===== config.mk =====
export PLATFORM = sky130hd
export DESIGN_NAME = sqrt2_pwl_eval
export DESIGN_NICKNAME = d
export VERILOG_FILES = /design/src/rtl/sqrt2_pwl_eval.sv
export SDC_FILE = /design/constraint.sdc
export NUM_CORES = 1
export LEC_CHECK = 0
export ABC_AREA = 1
export BUFFER_PORTS_ARGS = -buffer_cell sky130_fd_sc_hd__buf_2
export CORE_MARGIN = 2
export CORE_UTILIZATION = 55
export DETAILED_ROUTE_END_ITERATION = 12
export PLACE_DENSITY = 0.75
export SLEW_MARGIN = 20
export SYNTH_ARGS = -nofsm -noshare
export SYNTH_HDL_FRONTEND = slang
export SYNTH_SLANG_ARGS = --single-unit

===== constraint.sdc =====
create_clock -name clk -period 6.4 [get_ports clk]
set_clock_uncertainty 0.2 [all_clocks]
set_input_delay 0.96 -clock clk [delete_from_list [all_inputs] [get_ports clk]]
set_output_delay 0.96 -clock clk [all_outputs]
set_load 0.02 [all_outputs]

===== src/rtl/sqrt2_pwl_eval.sv =====
// sqrt2_pwl_eval
// Piecewise-linear evaluator for the Sqrt2 stage of the Box-Muller AWGN path.
// It reads one 32-bit word from the 64-entry coefficient table and computes
//    y = C_HI - ((C_LO * offset) >> OFF_W)
// The table address is taken from the top SEG_W bits of the operand, and
// offset is taken from the remaining low bits.
//
// Ports:
//    clk, reset           system clock; synchronous active-high reset
//    in_valid / in_ready  operand handshake; x_in is sampled on accept
//    coeff_addr           registered table address
//    coeff_data           table word: [31:12] C_HI, [11:0] C_LO
//    out_valid/out_ready  result handshake; y_out is held until taken
//    busy                 high whenever the FSM is not idle
//    sat_flag             only with SQRT2_PWL_SAT_EN: sticky clamp indicator
//
// Build option: SQRT2_PWL_SAT_EN clamps negative results to zero and adds
// sat_flag. Without it, the result wraps modulo 2^HI_W.
//
// state | meaning
// IDLE  | waiting for an operand, in_ready high
// FETCH | table address stable, waiting TABLE_LAT+1 cycles for coeff_data
// MUL   | slope times offset
// SUB   | intercept minus scaled product, result registered
// OUT   | result presented until out_ready
module sqrt2_pwl_eval #(
    parameter int X_W       = 16,
    parameter int SEG_W     = 6,
    parameter int HI_W      = 20,
    parameter int LO_W      = 12,
    parameter int TABLE_LAT = 0
) (
    input  logic              clk,
    input  logic              reset,
    input  logic              in_valid,
    output logic              in_ready,
    input  logic [X_W-1:0]    x_in,
    output logic [SEG_W-1:0]  coeff_addr,
    input  logic [31:0]       coeff_data,
    output logic              out_valid,
    input  logic              out_ready,
    output logic [HI_W-1:0]   y_out,
    output logic              busy
`ifdef SQRT2_PWL_SAT_EN
    ,
    output logic              sat_flag
`endif
);

    localparam int OFF_W = X_W - SEG_W;
    localparam int P_W   = LO_W + OFF_W;
    localparam int CNT_W = (TABLE_LAT > 0) ? $clog2(TABLE_LAT + 1) : 1;

    typedef enum logic [2:0] {IDLE, FETCH, MUL, SUB, OUT} state_t;

    state_t             state, state_nxt;
    logic [CNT_W-1:0]   cnt;
    logic [OFF_W-1:0]   offset;
    logic [HI_W-1:0]    c_hi;
    logic [LO_W-1:0]    c_lo;
    logic [P_W-1:0]     prod;

`ifdef SQRT2_PWL_SAT_EN
    logic [HI_W:0]      diff;
    assign diff = {1'b0, c_hi} - (HI_W+1)'(prod >> OFF_W);
`else
    // Only the low HI_W bits are kept, so the borrow bit is not computed.
    logic [HI_W-1:0]    diff;
    assign diff = c_hi - HI_W'(prod >> OFF_W);
`endif

    always_ff @(posedge clk) begin
        if (reset) state <= IDLE;
        else       state <= state_nxt;
    end

    always_comb begin
        state_nxt = state;
        in_ready  = 1'b0;
        busy      = (state != IDLE);
        case (state)
            IDLE: begin
                in_ready = ~reset;
                if (in_valid) state_nxt = FETCH;
            end
            FETCH:   if (cnt == '0) state_nxt = MUL;
            MUL:     state_nxt = SUB;
            SUB:     state_nxt = OUT;
            OUT:     if (out_ready) state_nxt = IDLE;
            default: state_nxt = IDLE;
        endcase
    end

    always_ff @(posedge clk) begin
        if (reset) begin
            cnt        <= '0;
            offset     <= '0;
            c_hi       <= '0;
            c_lo       <= '0;
            prod       <= '0;
            coeff_addr <= '0;
            y_out      <= '0;
            out_valid  <= 1'b0;
`ifdef SQRT2_PWL_SAT_EN
            sat_flag   <= 1'b0;
`endif
        end else begin
            case (state)
                IDLE: if (in_valid) begin
                    offset     <= x_in[OFF_W-1:0];
                    coeff_addr <= x_in[X_W-1:OFF_W];
                    cnt        <= CNT_W'(TABLE_LAT);
                end
                FETCH: begin
                    // Data is sampled only on the last wait cycle so that a
                    // pipelined table has had time to settle.
                    if (cnt == '0) begin
                        c_hi <= coeff_data[31:32-HI_W];
                        c_lo <= coeff_data[LO_W-1:0];
                    end else begin
                        cnt <= cnt - 1'b1;
                    end
                end
                MUL: prod <= {{OFF_W{1'b0}}, c_lo} * {{LO_W{1'b0}}, offset};
                SUB: begin
`ifdef SQRT2_PWL_SAT_EN
                    if (diff[HI_W]) begin
                        y_out    <= '0;
                        sat_flag <= 1'b1;
                    end else begin
                        y_out <= diff[HI_W-1:0];
                    end
`else
                    y_out <= diff;
`endif
                    out_valid <= 1'b1;
                end
                OUT: if (out_ready) out_valid <= 1'b0;
                default: ;
            endcase
        end
    end

endmodule


==> results.sh, run 1 <==
export IMPL_die_w_um=124
export IMPL_ant_nets=0
export IMPL_cts_hold_buffers=0
export IMPL_met3_length_um=1040
export IMPL_fin_crit_sh_pct=82.4
export IMPL_syn_area_per_cell_um2=7.15
export IMPL_vias=6892
export IMPL_drive_above_1_share_pct=10.6
export IMPL_multi_input_area_um2=5120
export IMPL_post_dp_cell_area_um2=8410
export IMPL_gp_congestion=0.965
export IMPL_drv_slew=0
export IMPL_post_cts_resized=0
export IMPL_power_leakage_nw=5.08
export IMPL_max_freq_ghz=0.190
export IMPL_p_sw_share_pct=40.0
export IMPL_power_density_nw_per_um2=230
export IMPL_nNetsFinal=1356
export IMPL_synthCells=1113
export IMPL_ys_ff_latch=84
export IMPL_endpoint_kind="flop"
export IMPL_status="complete, no violations"
export IMPL_postCtsSetupRepairBufs=0
export IMPL_routed_wl_um=18600
export IMPL_drv_cap=0
export IMPL_min_path_type="flop to flop"
export IMPL_yosysUniqueCellTypes=41
export IMPL_register_area_um2=1680
export IMPL_area_delta_synth_final_pct=9.67
export IMPL_tns_ns=0
export IMPL_initial_core_util_pct=56.9
export IMPL_rows=43
export IMPL_first_iter_violations=535
export IMPL_synth_flop_cell="dfxtp_1"
export IMPL_period_minus_slack_ns=5.27
export IMPL_wl_met2_um=8570
export IMPL_slowest_stage="dfxtp_1"
export IMPL_route_top_layer_used="met4"
export IMPL_worstPathBufferInverterCount=7
export IMPL_met1_length_um=8640
export IMPL_place_hpwl_um=14500
export IMPL_synth_edf_count=0
export IMPL_yosys_warnings=0
export IMPL_cts_sinks=84
export IMPL_grt_usage_pct=25.2
export IMPL_drtPass1Iterations=5
export IMPL_grt_pass1_wl_um=32500
export IMPL_pwr_share_seq_pct=33.8
export IMPL_antenna_found_initial=0
export IMPL_drc=0
export IMPL_setup_viol=0
export IMPL_path_clk_slew_ns=0.06
export IMPL_grt_pass1_vias=6888
export IMPL_mostFrequentLayoutCells="inv_1, nand2_1, a21oi_1, dfxtp_1, nor2_1"
export IMPL_cp_arrival_ns=5.31
export IMPL_async_reset_ff_share_pct=0
export IMPL_root_buffer="clkbuf_16"
export IMPL_critPathTopFamily="adder cells"
export IMPL_worstPathMaxFanout=12
export IMPL_seq_area_frac_synth_pct=21.1
export IMPL_startpoint_type="flop"
export IMPL_core_area_um2=14000
export IMPL_cts_buffers=9
export IMPL_grt_max_degree=66
export IMPL_p_int_w=0.00121
export IMPL_clock_path_buffers=2
export IMPL_rsz0062_at_grt="false"
export IMPL_power_frac_clock_pct=27.0
export IMPL_synth_nets=1310
export IMPL_insertedDiodeCount=0
export IMPL_max_stage_delay_ns=0.70
export IMPL_final_common_cell="inv_1"
export IMPL_slew_headroom_pct=56.0
export IMPL_switching_power_w=0.000804
export IMPL_syn_cell_area_um2=7960
export IMPL_clk_latency_ns=0.34
export IMPL_tightest_slew_ns=0.660
export IMPL_cts_tree="built"
export IMPL_worst_path_most_repeated_cell="inv_1"
export IMPL_required_ns=6.44
export IMPL_p_comb_share_pct=39.1
export IMPL_htreeDepth=3
export IMPL_crit_chain="nand2_1 -> fa_1 -> inv_1 -> fa_1 -> inv_1 -> fa_1 -> inv_1 -> fa_1 -> inv_1 -> fa_1 -> inv_1 -> ha_1 -> a21oi_1 -> o21ai_0 -> a21oi_1 -> inv_1 -> nand2_1 -> nand3_1 -> nand2_1 -> nand3_1 -> nand2_1 -> inv_1"
export IMPL_grt_ovfl_total=0
export IMPL_criticalPathCategory="flop to flop"
export IMPL_vias_per_cell=5.14
export IMPL_wl_per_cell_um=13.9
export IMPL_finalHoldViolations=0
export IMPL_ir_drop_uv=160
export IMPL_io_pins=81
export IMPL_port_buffers=80
export IMPL_nFillCells=1263
export IMPL_dieArea_um2=15400
export IMPL_stdcell_area_um2=8730
export IMPL_fp_dieH_um=124
==> kinds of logic after synthesis <==
logic type | after synthesis | share of synthesized area (%)
adder cells (fa/ha/maj) | 145 | 30.2
flip-flops | 84 | 21.1
AND/OR/NAND/NOR | 362 | 19.1
XOR/XNOR | 16 | 1.76
buffers and inverters | 309 | 14.8
AO/OA/AOI/OAI | 197 | 13.1
==> layout make-up <==
class,instances,share of cell area [%]
inverters,262,11.3
clock inverters,5,0.903
multi-input cells,720,58.6
flip-flops and latches,84,19.3
well taps,180,2.58
clock buffers,9,2.58
repair buffers,82,4.76
==> state kept, by name (all words and copies together), names as in the netlist <==
| register | flops |
|---|---|
| c_hi | 20 |
| c_lo | 12 |
| coeff_addr | 6 |
| offset | 10 |
| out_valid | 1 |
| prod | 12 |
| state | 3 |
| y_out | 20 |
==> layer usage <==
| metal | vias to the layer above | GRT usage [%] |
|---|---|---|
| met5 | - | 0 |
| met4 | 0 | 6.41 |
| met3 | 26 | 5.37 |
| met2 | 182 | 41.0 |
| met1 | 3205 | 34.5 |
| li1 | 3479 | - |
==> worst reg2reg max path: stages, from the launching register on <==
cell and delay, ns:
dfxtp_1 0.70, nand2_1 0.17, fa_1 0.51, inv_1 0.05, fa_1 0.50, inv_1 0.05
fa_1 0.48, inv_1 0.05, fa_1 0.53, inv_1 0.06, fa_1 0.52, inv_1 0.04
ha_1 0.33, a21oi_1 0.19, o21ai_0 0.15, a21oi_1 0.20, inv_1 0.06, nand2_1 0.07
nand3_1 0.06, nand2_1 0.07, nand3_1 0.07, nand2_1 0.09, inv_1 0.04
==> synth_stat cells (2+ instances only) <==
master,instances,area share [%]
buf_2,4,0.25
nor3_1,3,0.19
o21ai_2,3,0.33
nor2_2,4,0.31
o21ai_1,9,0.57
a21oi_1,92,5.8
dfxtp_1,84,21
inv_1,259,12
xnor2_1,2,0.22
nand2_1,213,10
a21o_1,5,0.47
nand4_1,8,0.63
inv_2,2,0.094
nor2_4,2,0.28
fa_1,78,20
o21a_1,2,0.19
ha_1,67,11
nor2_1,82,3.9
a21oi_2,2,0.22
o21ai_0,77,4.8
nor3_2,2,0.25
xor2_1,14,1.5
a31oi_1,3,0.24
clkbuf_1,41,1.9
nand3_1,34,2.1
nand2_2,6,0.47
==> power groups by stage <==
stage	registers (W)	logic [W]	clock network, W
2_1_floorplan	0.000636	0.000624	0
3_3_place_gp	0.000687	0.000762	0
3_5_place_dp	0.000687	0.000774	0
4_1_cts	0.000676	0.000785	0.000549
5_1_grt	0.000689	0.000908	0.000573
6_report	0.000680	0.000787	0.000543
==> final timing paths <==
kind / endpoint / start / slack [ns] / depth (start not counted)
max: prod[21]$_SDFFE_PP0N_ / offset[1]$_SDFFE_PP0P_ / 1.13 / 22
min: coeff_addr[2]$_SDFFE_PP0P_ / coeff_addr[2]$_SDFFE_PP0P_ / 0.24 / 2
max reg2reg: prod[21]$_SDFFE_PP0N_ / offset[1]$_SDFFE_PP0P_ / 1.13 / 22
min reg2reg: coeff_addr[2]$_SDFFE_PP0P_ / coeff_addr[2]$_SDFFE_PP0P_ / 0.24 / 2
==> stage by stage <==
stage / setup slack, ns / cells / hold slack (ns) / util (%) / total power (W)
finish: 1.13 / 1342 / 0.241 / 62.4 / 0.00201
global route: 0.757 / 1342 / 0.259 / 62.4 / 0.00217
CTS: 1.15 / 1342 / 0.243 / 62.3 / 0.00201
detailed placement: 1.17 / 1328 / 0.234 / 60.1 / 0.00146
global placement: 1.26 / 1328 / 0.230 / 60.1 / 0.00145
floorplan: 1.49 / 1113 / 0.222 / - / 0.00126
Power figures use the tool's default switching activity.
==> inputs of run 2 (changes only) <==
Clock period 6.4 ns to 5 ns, I/O delays scaled along.
==> run 2 against run 1 <==
Against the previous run:
- cell count grew 2.9%
- clock power increased by 20%
- sequential share of layout area fell by 0.50 points
- total power grew 32%
- maximum frequency up 8.9%
- non-clock buffer count up 38
- largest cell class unchanged
- largest power group unchanged
==> results.sh, run 2 (synthesis gave the netlist of run 1 again) <==
export IMPL_root_buffer="clkbuf_16"
export IMPL_ant_nets=0
export IMPL_postCtsSetupRepairBufs=0
export IMPL_grt_usage_pct=26.0
export IMPL_cts_sinks=84
export IMPL_reg_top3="c_hi: 20 flops, y_out: 20 flops"
export IMPL_status="complete, no violations"
export IMPL_grt_pass1_vias=7088
export IMPL_critPathTopFamily="adder cells"
export IMPL_vias=7160
export IMPL_max_freq_ghz=0.206
export IMPL_cts_hold_buffers=0
export IMPL_final_common_cell="inv_1"
export IMPL_rows=43
export IMPL_clock_path_buffers=2
export IMPL_max_stage_delay_ns=0.57
export IMPL_worstPathMaxFanout=5
export IMPL_area_delta_synth_final_pct=14.8
export IMPL_tightest_slew_ns=0.678
export IMPL_core_area_um2=14000
export IMPL_vias_per_cell=5.18
export IMPL_power_leakage_nw=5.27
export IMPL_die_w_um=124
export IMPL_drc=0
export IMPL_startpoint_type="flop"
export IMPL_htreeDepth=3
export IMPL_criticalPathCategory="flop to flop"
export IMPL_cts_tree="built"
export IMPL_startpoint="c_lo[8]$_SDFFE_PP0P_"
export IMPL_crit_chain="nand2_1 -> fa_1 -> inv_1 -> fa_1 -> fa_1 -> fa_1 -> inv_1 -> fa_1 -> inv_1 -> ha_1 -> a21oi_2 -> o21ai_1 -> a211oi_1 -> nand2_1 -> nand2_1 -> nand3_1 -> nand2_1 -> inv_1"
export IMPL_drv_slew=0
export IMPL_mostFrequentLayoutCells="inv_1, nand2_1, a21oi_1, buf_2, nor2_1"
export IMPL_clk_latency_ns=0.35
export IMPL_hold_slack_ns=0.242
export IMPL_slew_headroom_pct=54.7
export IMPL_hold_start="coeff_addr[2]$_SDFFE_PP0P_"
export IMPL_required_ns=5.05
export IMPL_dieArea_um2=15400
export IMPL_first_iter_violations=451
export IMPL_grt_ovfl_total=0
export IMPL_timing_rr_start="c_lo[8]$_SDFFE_PP0P_"
export IMPL_drtPass1Iterations=6
export IMPL_post_route_util_pct=65.3
export IMPL_setup_viol=0
export IMPL_worstPathBufferInverterCount=4
export IMPL_place_hpwl_um=15400
export IMPL_power_density_nw_per_um2=290
export IMPL_grt_pass1_wl_um=33300
export IMPL_slowest_stage="fa_1"
export IMPL_gp_congestion=0.906
export IMPL_nNetsFinal=1394
export IMPL_drv_cap=0
export IMPL_grt_max_degree=66
export IMPL_period_minus_slack_ns=4.84
export IMPL_port_buffers=80
export IMPL_worst_path_most_repeated_cell="fa_1"
export IMPL_register_area_um2=1710
export IMPL_initial_core_util_pct=56.9
export IMPL_nFillCells=1252
export IMPL_fin_crit_sh_pct=96.9
export IMPL_path_clk_slew_ns=0.06
export IMPL_ir_drop_uv=198
export IMPL_cp_arrival_ns=4.89
export IMPL_finalHoldViolations=0
export IMPL_drive_above_1_share_pct=16.6
export IMPL_min_path_type="flop to flop"
export IMPL_insertedDiodeCount=0
export IMPL_wl_per_cell_um=14.0
export IMPL_io_pins=81
export IMPL_rsz0062_at_grt="true"
export IMPL_antenna_found_initial=0
export IMPL_endpoint_kind="flop"
export IMPL_fp_dieH_um=124
export IMPL_routed_wl_um=19400
export IMPL_cts_buffers=9
export IMPL_tns_ns=0
export IMPL_multi_input_area_um2=5230
[run 2: changes by cell type in the layout (fill, tap and decap cells not counted), moves of 3 or more]
cell     before  now
a21oi_1      92   87
a21oi_2       2    7
buf_4         2   40
dfxtp_1      84   66
dfxtp_2       0   14
dfxtp_4       0    4
ha_1         67   63
ha_4          0    4
nand2_1     213  209
nand2_2       6   10
nor2_1       82   79
[run 2: worst paths after layout]
kind / slack (ns) / endpoint / cells after the start
worst max-delay path: 0.16 / prod[19]$_SDFFE_PP0N_ / 18
worst min-delay path: 0.24 / coeff_addr[2]$_SDFFE_PP0P_ / 2
worst max register to register: 0.16 / prod[19]$_SDFFE_PP0N_ / 18
worst min register to register: 0.24 / coeff_addr[2]$_SDFFE_PP0P_ / 2
[run 2: layout make-up]
type                            count  area share, %
Timing Repair Buffer              120           7.67
Clock buffer                       11           2.77
Inverter                          262           10.8
Sequential cell                    84           18.8
Tap cell                          180           2.47
Clock inverter                      4          0.356
Multi-Input combinational cell    720           57.2
[run 2: worst min-delay path, delay by kind of cell, from the launching register on]
kind	cells	cell delay, ns
buffers and inverters	1	0.04
AO/OA/AOI/OAI	1	0.05
flip-flops	1	0.30
[run 2: power by group]
group          internal (W)  leakage [nW]  switching [W]
sequential         0.000751         0.696      0.0000729
clock              0.000364         0.134       0.000287
combinational      0.000442          4.44       0.000732
[run 2: through the flow]
step / setup slack, ns / total power [W] / instances / area (um2)
after floorplan: 0.0866 / 0.00161 / 1113 / 7960
after global placement: 0.00959 / 0.00192 / 1366 / 8700
after detailed placement: -0.0159 / 0.00194 / 1366 / 8700
after CTS: 0.00319 / 0.00261 / 1381 / 8990
after global routing: -0.0806 / 0.00285 / 1381 / 9130
final: 0.157 / 0.00265 / 1381 / 9130
[run 2: layer usage]
layer | routed length [um] | share of wire, % | global-route usage, %
met5 | 0 | 0 | 0
met4 | 365 | 1.9 | 6.68
met2 | 9580 | 49 | 44.4
met3 | 897 | 4.6 | 4.47
met1 | 8550 | 44 | 34.3
[run 2: what timing repair did]
action,in CTS,in global routing
setup endpoints to repair,4,12
resized for setup,3,43
pin swaps,0,2
